## config.mk

```make
export PLATFORM = sky130hd
export DESIGN_NAME = dyna_cmd_sequencer
export DESIGN_NICKNAME = d
export VERILOG_FILES = /design/src/rtl/dyna_cmd_sequencer.sv
export SDC_FILE = /design/constraint.sdc
export NUM_CORES = 1
export LEC_CHECK = 0
export BUFFER_PORTS_ARGS = -buffer_cell sky130_fd_sc_hd__buf_4
export CAP_MARGIN = 20
export CORE_MARGIN = 2
export CORE_UTILIZATION = 50
export DETAILED_ROUTE_END_ITERATION = 10
export PLACE_DENSITY = 0.77
export SLEW_MARGIN = 20
export SYNTH_ARGS = -nofsm -noshare
export SYNTH_HDL_FRONTEND = slang
export SYNTH_SLANG_ARGS = --single-unit
```

## constraint.sdc

```tcl
create_clock -name clk -period 2.75 [get_ports clk]
set_clock_uncertainty 0.15 [all_clocks]
set_input_delay 0.275 -clock clk [delete_from_list [all_inputs] [get_ports clk]]
set_output_delay 0.275 -clock clk [all_outputs]
set_load 0.02 [all_outputs]
```

## src/rtl/dyna_cmd_sequencer.sv

```systemverilog
// dyna_cmd_sequencer: takes one two-word Dynamixel instruction, programs the
// UART_Dynamixel register block, starts transmission, waits for TX done and,
// when asked for, the status reply, then hands both reply words back through a
// valid/ready response port with a status code.
// WAIT_TX and WAIT_RX are each bounded by TIMEOUT_CYCLES.
// Optional feature: define DYNA_RETRY_EN to re-run the whole load/start
// sequence up to RETRY_MAX times after a timeout before reporting it.
module dyna_cmd_sequencer #(
    parameter int unsigned TIMEOUT_CYCLES = 100000,
    parameter int unsigned RETRY_MAX      = 2
) (
    input  logic        clk,
    input  logic        reset,
    input  logic        cmd_valid,
    output logic        cmd_ready,
    input  logic [31:0] cmd_word0,
    input  logic [31:0] cmd_word1,
    input  logic        cmd_expect_reply,
    output logic [2:0]  dyn_rw_ad,
    output logic        dyn_write_en,
    output logic        dyn_read_en,
    output logic [31:0] dyn_write_data,
    input  logic [31:0] dyn_read_data,
    output logic        rsp_valid,
    input  logic        rsp_ready,
    output logic [31:0] rsp_data1,
    output logic [31:0] rsp_data2,
    output logic [1:0]  rsp_status,
    output logic        busy
);

    // UART_Dynamixel register map
    localparam logic [2:0] AddrRxStat = 3'b000;
    localparam logic [2:0] AddrData1  = 3'b001;
    localparam logic [2:0] AddrData2  = 3'b010;
    localparam logic [2:0] AddrTxCtl  = 3'b100;
    localparam logic [2:0] AddrWord0  = 3'b101;
    localparam logic [2:0] AddrWord1  = 3'b110;

    localparam logic [1:0] StatusOk      = 2'b00;
    localparam logic [1:0] StatusTxTmo   = 2'b01;
    localparam logic [1:0] StatusRxTmo   = 2'b10;
    localparam logic [1:0] StatusNoReply = 2'b11;

    // Last timer value allowed in a wait state before it counts as a timeout
    localparam logic [19:0] TimeoutLast = 20'(TIMEOUT_CYCLES - 1);

    typedef enum logic [3:0] {
        StIdle,
        StLoad0,
        StLoad1,
        StStart,
        StWaitTx,
        StClr,
        StWaitRx,
        StCap1a,
        StCap1b,
        StCap2a,
        StCap2b,
        StResp
    } state_e;

    state_e      state_q, state_d;
    logic [31:0] word0_q, word0_d;
    logic [31:0] word1_q, word1_d;
    logic        expect_q, expect_d;
    logic [19:0] timer_q, timer_d;
    logic [19:0] timer_inc;
    logic [31:0] data1_q, data1_d;
    logic [31:0] data2_q, data2_d;
    logic [1:0]  status_q, status_d;
    // Holds cmd_ready low while reset is asserted; set on the first clock after release
    logic        ready_en_q;
    logic        timeout_hit;
    logic [1:0]  timeout_code;

`ifdef DYNA_RETRY_EN
    logic [2:0]  retry_q, retry_d;
`else
    logic        unused_retry_max;
    assign unused_retry_max = (RETRY_MAX != 0);
`endif

    // Timer saturates at all-ones so it can never wrap back into range
    assign timer_inc = (timer_q == '1) ? timer_q : timer_q + 20'd1;

    assign cmd_ready  = (state_q == StIdle) && ready_en_q;
    assign busy       = (state_q != StIdle);
    assign rsp_valid  = (state_q == StResp);
    assign rsp_data1  = data1_q;
    assign rsp_data2  = data2_q;
    assign rsp_status = status_q;

    // State and datapath registers, cleared asynchronously by reset
    always_ff @(posedge clk or negedge reset) begin
        if (!reset) begin
            state_q    <= StIdle;
            word0_q    <= '0;
            word1_q    <= '0;
            expect_q   <= 1'b0;
            timer_q    <= '0;
            data1_q    <= '0;
            data2_q    <= '0;
            status_q   <= StatusOk;
            ready_en_q <= 1'b0;
        end else begin
            state_q    <= state_d;
            word0_q    <= word0_d;
            word1_q    <= word1_d;
            expect_q   <= expect_d;
            timer_q    <= timer_d;
            data1_q    <= data1_d;
            data2_q    <= data2_d;
            status_q   <= status_d;
            ready_en_q <= 1'b1;
        end
    end

`ifdef DYNA_RETRY_EN
    // Retry counter for the current command
    always_ff @(posedge clk or negedge reset) begin
        if (!reset) begin
            retry_q <= '0;
        end else begin
            retry_q <= retry_d;
        end
    end
`endif

    // Next-state, register-bus drive and response capture
    always_comb begin
        state_d        = state_q;
        word0_d        = word0_q;
        word1_d        = word1_q;
        expect_d       = expect_q;
        timer_d        = timer_q;
        data1_d        = data1_q;
        data2_d        = data2_q;
        status_d       = status_q;
        timeout_hit    = 1'b0;
        timeout_code   = StatusTxTmo;
        dyn_rw_ad      = AddrRxStat;
        dyn_write_en   = 1'b0;
        dyn_read_en    = 1'b0;
        dyn_write_data = '0;
`ifdef DYNA_RETRY_EN
        retry_d        = retry_q;
`endif

        unique case (state_q)
            StIdle: begin
                if (cmd_valid && ready_en_q) begin
                    word0_d  = cmd_word0;
                    word1_d  = cmd_word1;
                    expect_d = cmd_expect_reply;
`ifdef DYNA_RETRY_EN
                    retry_d  = '0;
`endif
                    state_d  = StLoad0;
                end
            end
            StLoad0: begin
                dyn_rw_ad      = AddrWord0;
                dyn_write_en   = 1'b1;
                dyn_write_data = word0_q;
                state_d        = StLoad1;
            end
            StLoad1: begin
                dyn_rw_ad      = AddrWord1;
                dyn_write_en   = 1'b1;
                dyn_write_data = word1_q;
                state_d        = StStart;
            end
            StStart: begin
                dyn_rw_ad      = AddrTxCtl;
                dyn_write_en   = 1'b1;
                dyn_write_data = 32'd1;
                timer_d        = '0;
                state_d        = StWaitTx;
            end
            StWaitTx: begin
                dyn_rw_ad   = AddrTxCtl;
                dyn_read_en = 1'b1;
                timer_d     = timer_inc;
                // Read data lags the address by a cycle, so the first cycle is stale.
                // Done is checked ahead of the timeout so it wins a same-cycle tie.
                if ((timer_q != '0) && dyn_read_data[0]) begin
                    if (expect_q) begin
                        state_d = StClr;
                    end else begin
                        status_d = StatusNoReply;
                        data1_d  = '0;
                        data2_d  = '0;
                        state_d  = StResp;
                    end
                end else if (timer_q == TimeoutLast) begin
                    timeout_hit  = 1'b1;
                    timeout_code = StatusTxTmo;
                end
            end
            StClr: begin
                dyn_rw_ad   = AddrRxStat;
                dyn_read_en = 1'b1;
                timer_d     = '0;
                state_d     = StWaitRx;
            end
            StWaitRx: begin
                dyn_rw_ad   = AddrRxStat;
                dyn_read_en = 1'b1;
                timer_d     = timer_inc;
                if ((timer_q != '0) && dyn_read_data[0]) begin
                    state_d = StCap1a;
                end else if (timer_q == TimeoutLast) begin
                    timeout_hit  = 1'b1;
                    timeout_code = StatusRxTmo;
                end
            end
            StCap1a: begin
                dyn_rw_ad   = AddrData1;
                dyn_read_en = 1'b1;
                state_d     = StCap1b;
            end
            StCap1b: begin
                dyn_rw_ad   = AddrData1;
                dyn_read_en = 1'b1;
                data1_d     = dyn_read_data;
                state_d     = StCap2a;
            end
            StCap2a: begin
                dyn_rw_ad   = AddrData2;
                dyn_read_en = 1'b1;
                state_d     = StCap2b;
            end
            StCap2b: begin
                dyn_rw_ad   = AddrData2;
                dyn_read_en = 1'b1;
                data2_d     = dyn_read_data;
                status_d    = StatusOk;
                state_d     = StResp;
            end
            StResp: begin
                if (rsp_ready) begin
                    state_d = StIdle;
                end
            end
            default: begin
                state_d = StIdle;
            end
        endcase

        if (timeout_hit) begin
`ifdef DYNA_RETRY_EN
            if (32'(retry_q) < RETRY_MAX) begin
                // Full reload: the UART may have lost the earlier programming
                retry_d = retry_q + 3'd1;
                state_d = StLoad0;
            end else begin
                status_d = timeout_code;
                data1_d  = '0;
                data2_d  = '0;
                state_d  = StResp;
            end
`else
            status_d = timeout_code;
            data1_d  = '0;
            data2_d  = '0;
            state_d  = StResp;
`endif
        end
    end

endmodule

```

==> flow_summary.json <==
{
  "io_buffers": 206,
  "cp_data_arrival_time_ns": 2.23,
  "crit_chain": "buf_4, nor2_1, and3_1, buf_4, a22o_1, buf_4",
  "worstSetupPathDepth": 6,
  "ff2ff_path_depth": 6,
  "fin_area_um2": 10600,
  "r2r_setup_slack_ns": 0.17,
  "nets": 1057,
  "slowest_delay_ns": 0.39,
  "period_needed_ns": 2.65,
  "start_util_pct": 50.7,
  "finalHoldViolCount": 0,
  "cp_top_family": "buffers and inverters",
  "dieArea_um2": 15500,
  "min_from": "rsp_ready",
  "r2r-end": "rsp_data2[10]",
  "r2r_start": "timer_q[11]",
  "cts-htree-levels": 4,
  "yosys_warnings": 0,
  "vias": 6517,
  "grt_setup_unrepaired": "no",
  "p_per_area_nw_per_um2": 1090,
  "antenna_found_initial": 2,
  "path_common_cell": "buf_4",
  "cts_tree": "yes",
  "dieHeight_um": 125,
  "cts_buffers": 17,
  "synth_flop_cell": "dfrtp_1",
  "worstSkewPairLatency_ns": 0.43,
  "fmax_mhz": 377,
  "placed_area_um2": 8990,
  "synth_area_um2": 7280,
  "cp-end-kind": "output pin",
  "firstDrtPassIters": 5,
  "outcome": "complete, no violations",
  "synth_cell_type_count": 62,
  "drc": 0,
  "core_area_um2": 14400,
  "ant_nets": 0,
  "synth_edf_count": 0,
  "drv_slew": 0,
  "whs_path_depth": 4,
  "crit_type": "flop to output pin",
  "clockRootBuffer": "clkbuf_16",
  "post-route-util_pct": 73.7,
  "clockBufferDepth": 2,
  "clkSinkCount": 156,
  "grt_max_degree": 59,
  "grt_overflow": 0,
  "routedWlPerCell_um": 19.2,
  "yosysMostFrequentCell": "dfrtp_1",
  "async_flop_share_pct": 100,
  "cp_max_fo": 31,
  "grt_pass1_wl_mm": 35.8,
  "hold_path.class": "input pin to flop",
  "p_leak_nw": 4.90,
  "viasPerCell": 5.65,
  "io_pins": 207,
  "grt.total_usage_pct": 28.9,
  "yosys-top-cells-area": "dfrtp_1 (54%), mux2_2 (10%), nand2_1 (7.2%), o21ai_2 (5.8%), a22o_1 (3.7%)",
  "drv_cap": 0,
  "ys_ff_latch": 156,
  "rows": 44,
  "die_w_um": 125,
  "finalCritPeriodShare_pct": 96.5,
  "finalWirelength_mm": 22.1,
  "yosysSeqAreaShare_pct": 53.6,
  "yosys.area.top_type": "dfrtp_1",
  "drt-initial-drc-count": 444,
  "worst-path-buf-inv": 3,
  "drive_gt1_share_pct": 40.4,
  "netlist_instances": 658,
  "gp_congestion": 0.907,
  "tightestPinTransition_ns": 0.668,
  "critPathLaunchType": "flop",
  "area_growth_pct": 45.4,
  "final.setup.tns_ns": 0,
  "worstPathRequired_ns": 2.33,
  "relSlewSlack_pct": 55.2,
  "grt_pass1_vias": 6785,
  "ir_worst_vdd_v": 0.000689,
  "setup_viol": 0,
  "path_clk_slew_ns": 0.06,
  "synthTopCellsByCount": "dfrtp_1 (156), nand2_1 (140), mux2_2 (65), o21ai_2 (48), a22o_1 (31)",
  "place_hpwl_mm": 13.1,
  "avgSynthCellArea_um2": 11.1,
  "synth_top_area_share_pct": 53.6,
  "min_to": "state_q[0]",
  "crit_path_top_delay_cell": "dfrtp_1",
  "syn_nets": 761,
  "postCtsSetupRepairBufs": 0
}
-- worst min-delay path: stages --
cell,delay (ns)
buf_4,0.08
nor3_1,0.07
nor2_1,0.12
a21oi_1,0.05
-- cell usage in the layout (no fill, tap or decap), drive strengths merged, types with 3 or more instances in the layout --
| cell type | count |
|---|---|
| o41ai | 4 |
| a31oi | 3 |
| o31ai | 3 |
| dfrtp | 156 |
| a22o | 31 |
| bufinv | 4 |
| nand2 | 141 |
| clkinv | 6 |
| dlygate4sd3 | 97 |
| nor2 | 18 |
| inv | 13 |
| clkbuf | 18 |
| nor3 | 8 |
| or3 | 3 |
| o22ai | 3 |
| mux2 | 65 |
| nand3 | 10 |
| nand2b | 4 |
| a21oi | 10 |
| o21ai | 72 |
| or4 | 9 |
| buf | 226 |
| nor4 | 8 |
| nand4 | 5 |
| xnor2 | 7 |
| and3 | 4 |
| o311ai | 3 |
-- how the worst max path moves through the flow --
| stage | startpoint | to | slack (ns) |
|---|---|---|---|
| 2_1_floorplan | timer_q[11] | rsp_data1[0] | 0.54 |
| 3_3_place_gp | timer_q[11] | rsp_data2[12] | 0.37 |
| 3_5_place_dp | timer_q[11] | rsp_data2[2] | 0.29 |
| 4_1_cts | state_q[0] | dyn_write_data[28] | 0.15 |
| 5_1_grt | state_q[1] | dyn_write_data[14] | 0.03 |
| 6_report | state_q[3] | dyn_write_data[14] | 0.1 |
-- power breakdown --
part	internal (mW)	switching [mW]	leakage (nW)	total (mW)
clock network	1.52	0.984	0.305	2.51
registers	3.29	0.700	1.94	3.99
logic	2.29	2.80	2.65	5.09
total	7.11	4.49	4.90	11.6
-- per-layer routing --
metal	routed length (um)	global-route usage, %	vias to the layer above
li1	-	-	2928
met1	8730	35.0	3204
met2	11100	48.3	315
met3	1460	8.20	70
met4	814	12.8	0
met5	0	0	-
-- area by class of cell --
type                       count  area [um^2]
sequential                   156         3910
fill                         847         3780
multi-input combinational    446         3080
timing repair buffer         323         2710
clock buffer                  18          429
tap                          184          230
clock inverter                14          191
inverter                      10         37.5
antenna                        2         5.00
-- stage by stage --
step | setup WS (ns) | std cells | hold WS [ns] | power (mW)
global placement | 0.371 | 1022 | 0.0522 | 8.61
global route | 0.0264 | 1153 | 0.0988 | 12.2
detailed placement | 0.290 | 1022 | 0.0532 | 8.81
CTS | 0.152 | 1151 | 0.0397 | 11.4
finish | 0.0960 | 1153 | 0.0524 | 11.6
floorplan | 0.544 | 658 | -0.171 | 6.78
-- registers in the layout (all words and copies together) (netlist names) --
name        cells
word0_q        32
timer_q        20
expect_q        1
rsp_status      2
word1_q        32
rsp_data2      32
rsp_data1      32
ready_en_q      1
state_q         4
-- what timing repair did --
item / CTS / global route
hold endpoints to repair: 187 / 0
endpoints found under the setup margin: 0 / 7
hold buffers: 97 / 0
gates resized for setup: 0 / 1
-- cells by family after synthesis --
logic type	Yosys count	synth area share (%)
simple gates	221	14.3
flops	156	53.6
compound gates	146	15.9
mux	67	10.3
buf+inv	56	4.40
xor+xnor	9	1.08
fa+ha+maj	2	0.344
other cells	1	0.0515
Power figures use the tool's default switching activity.
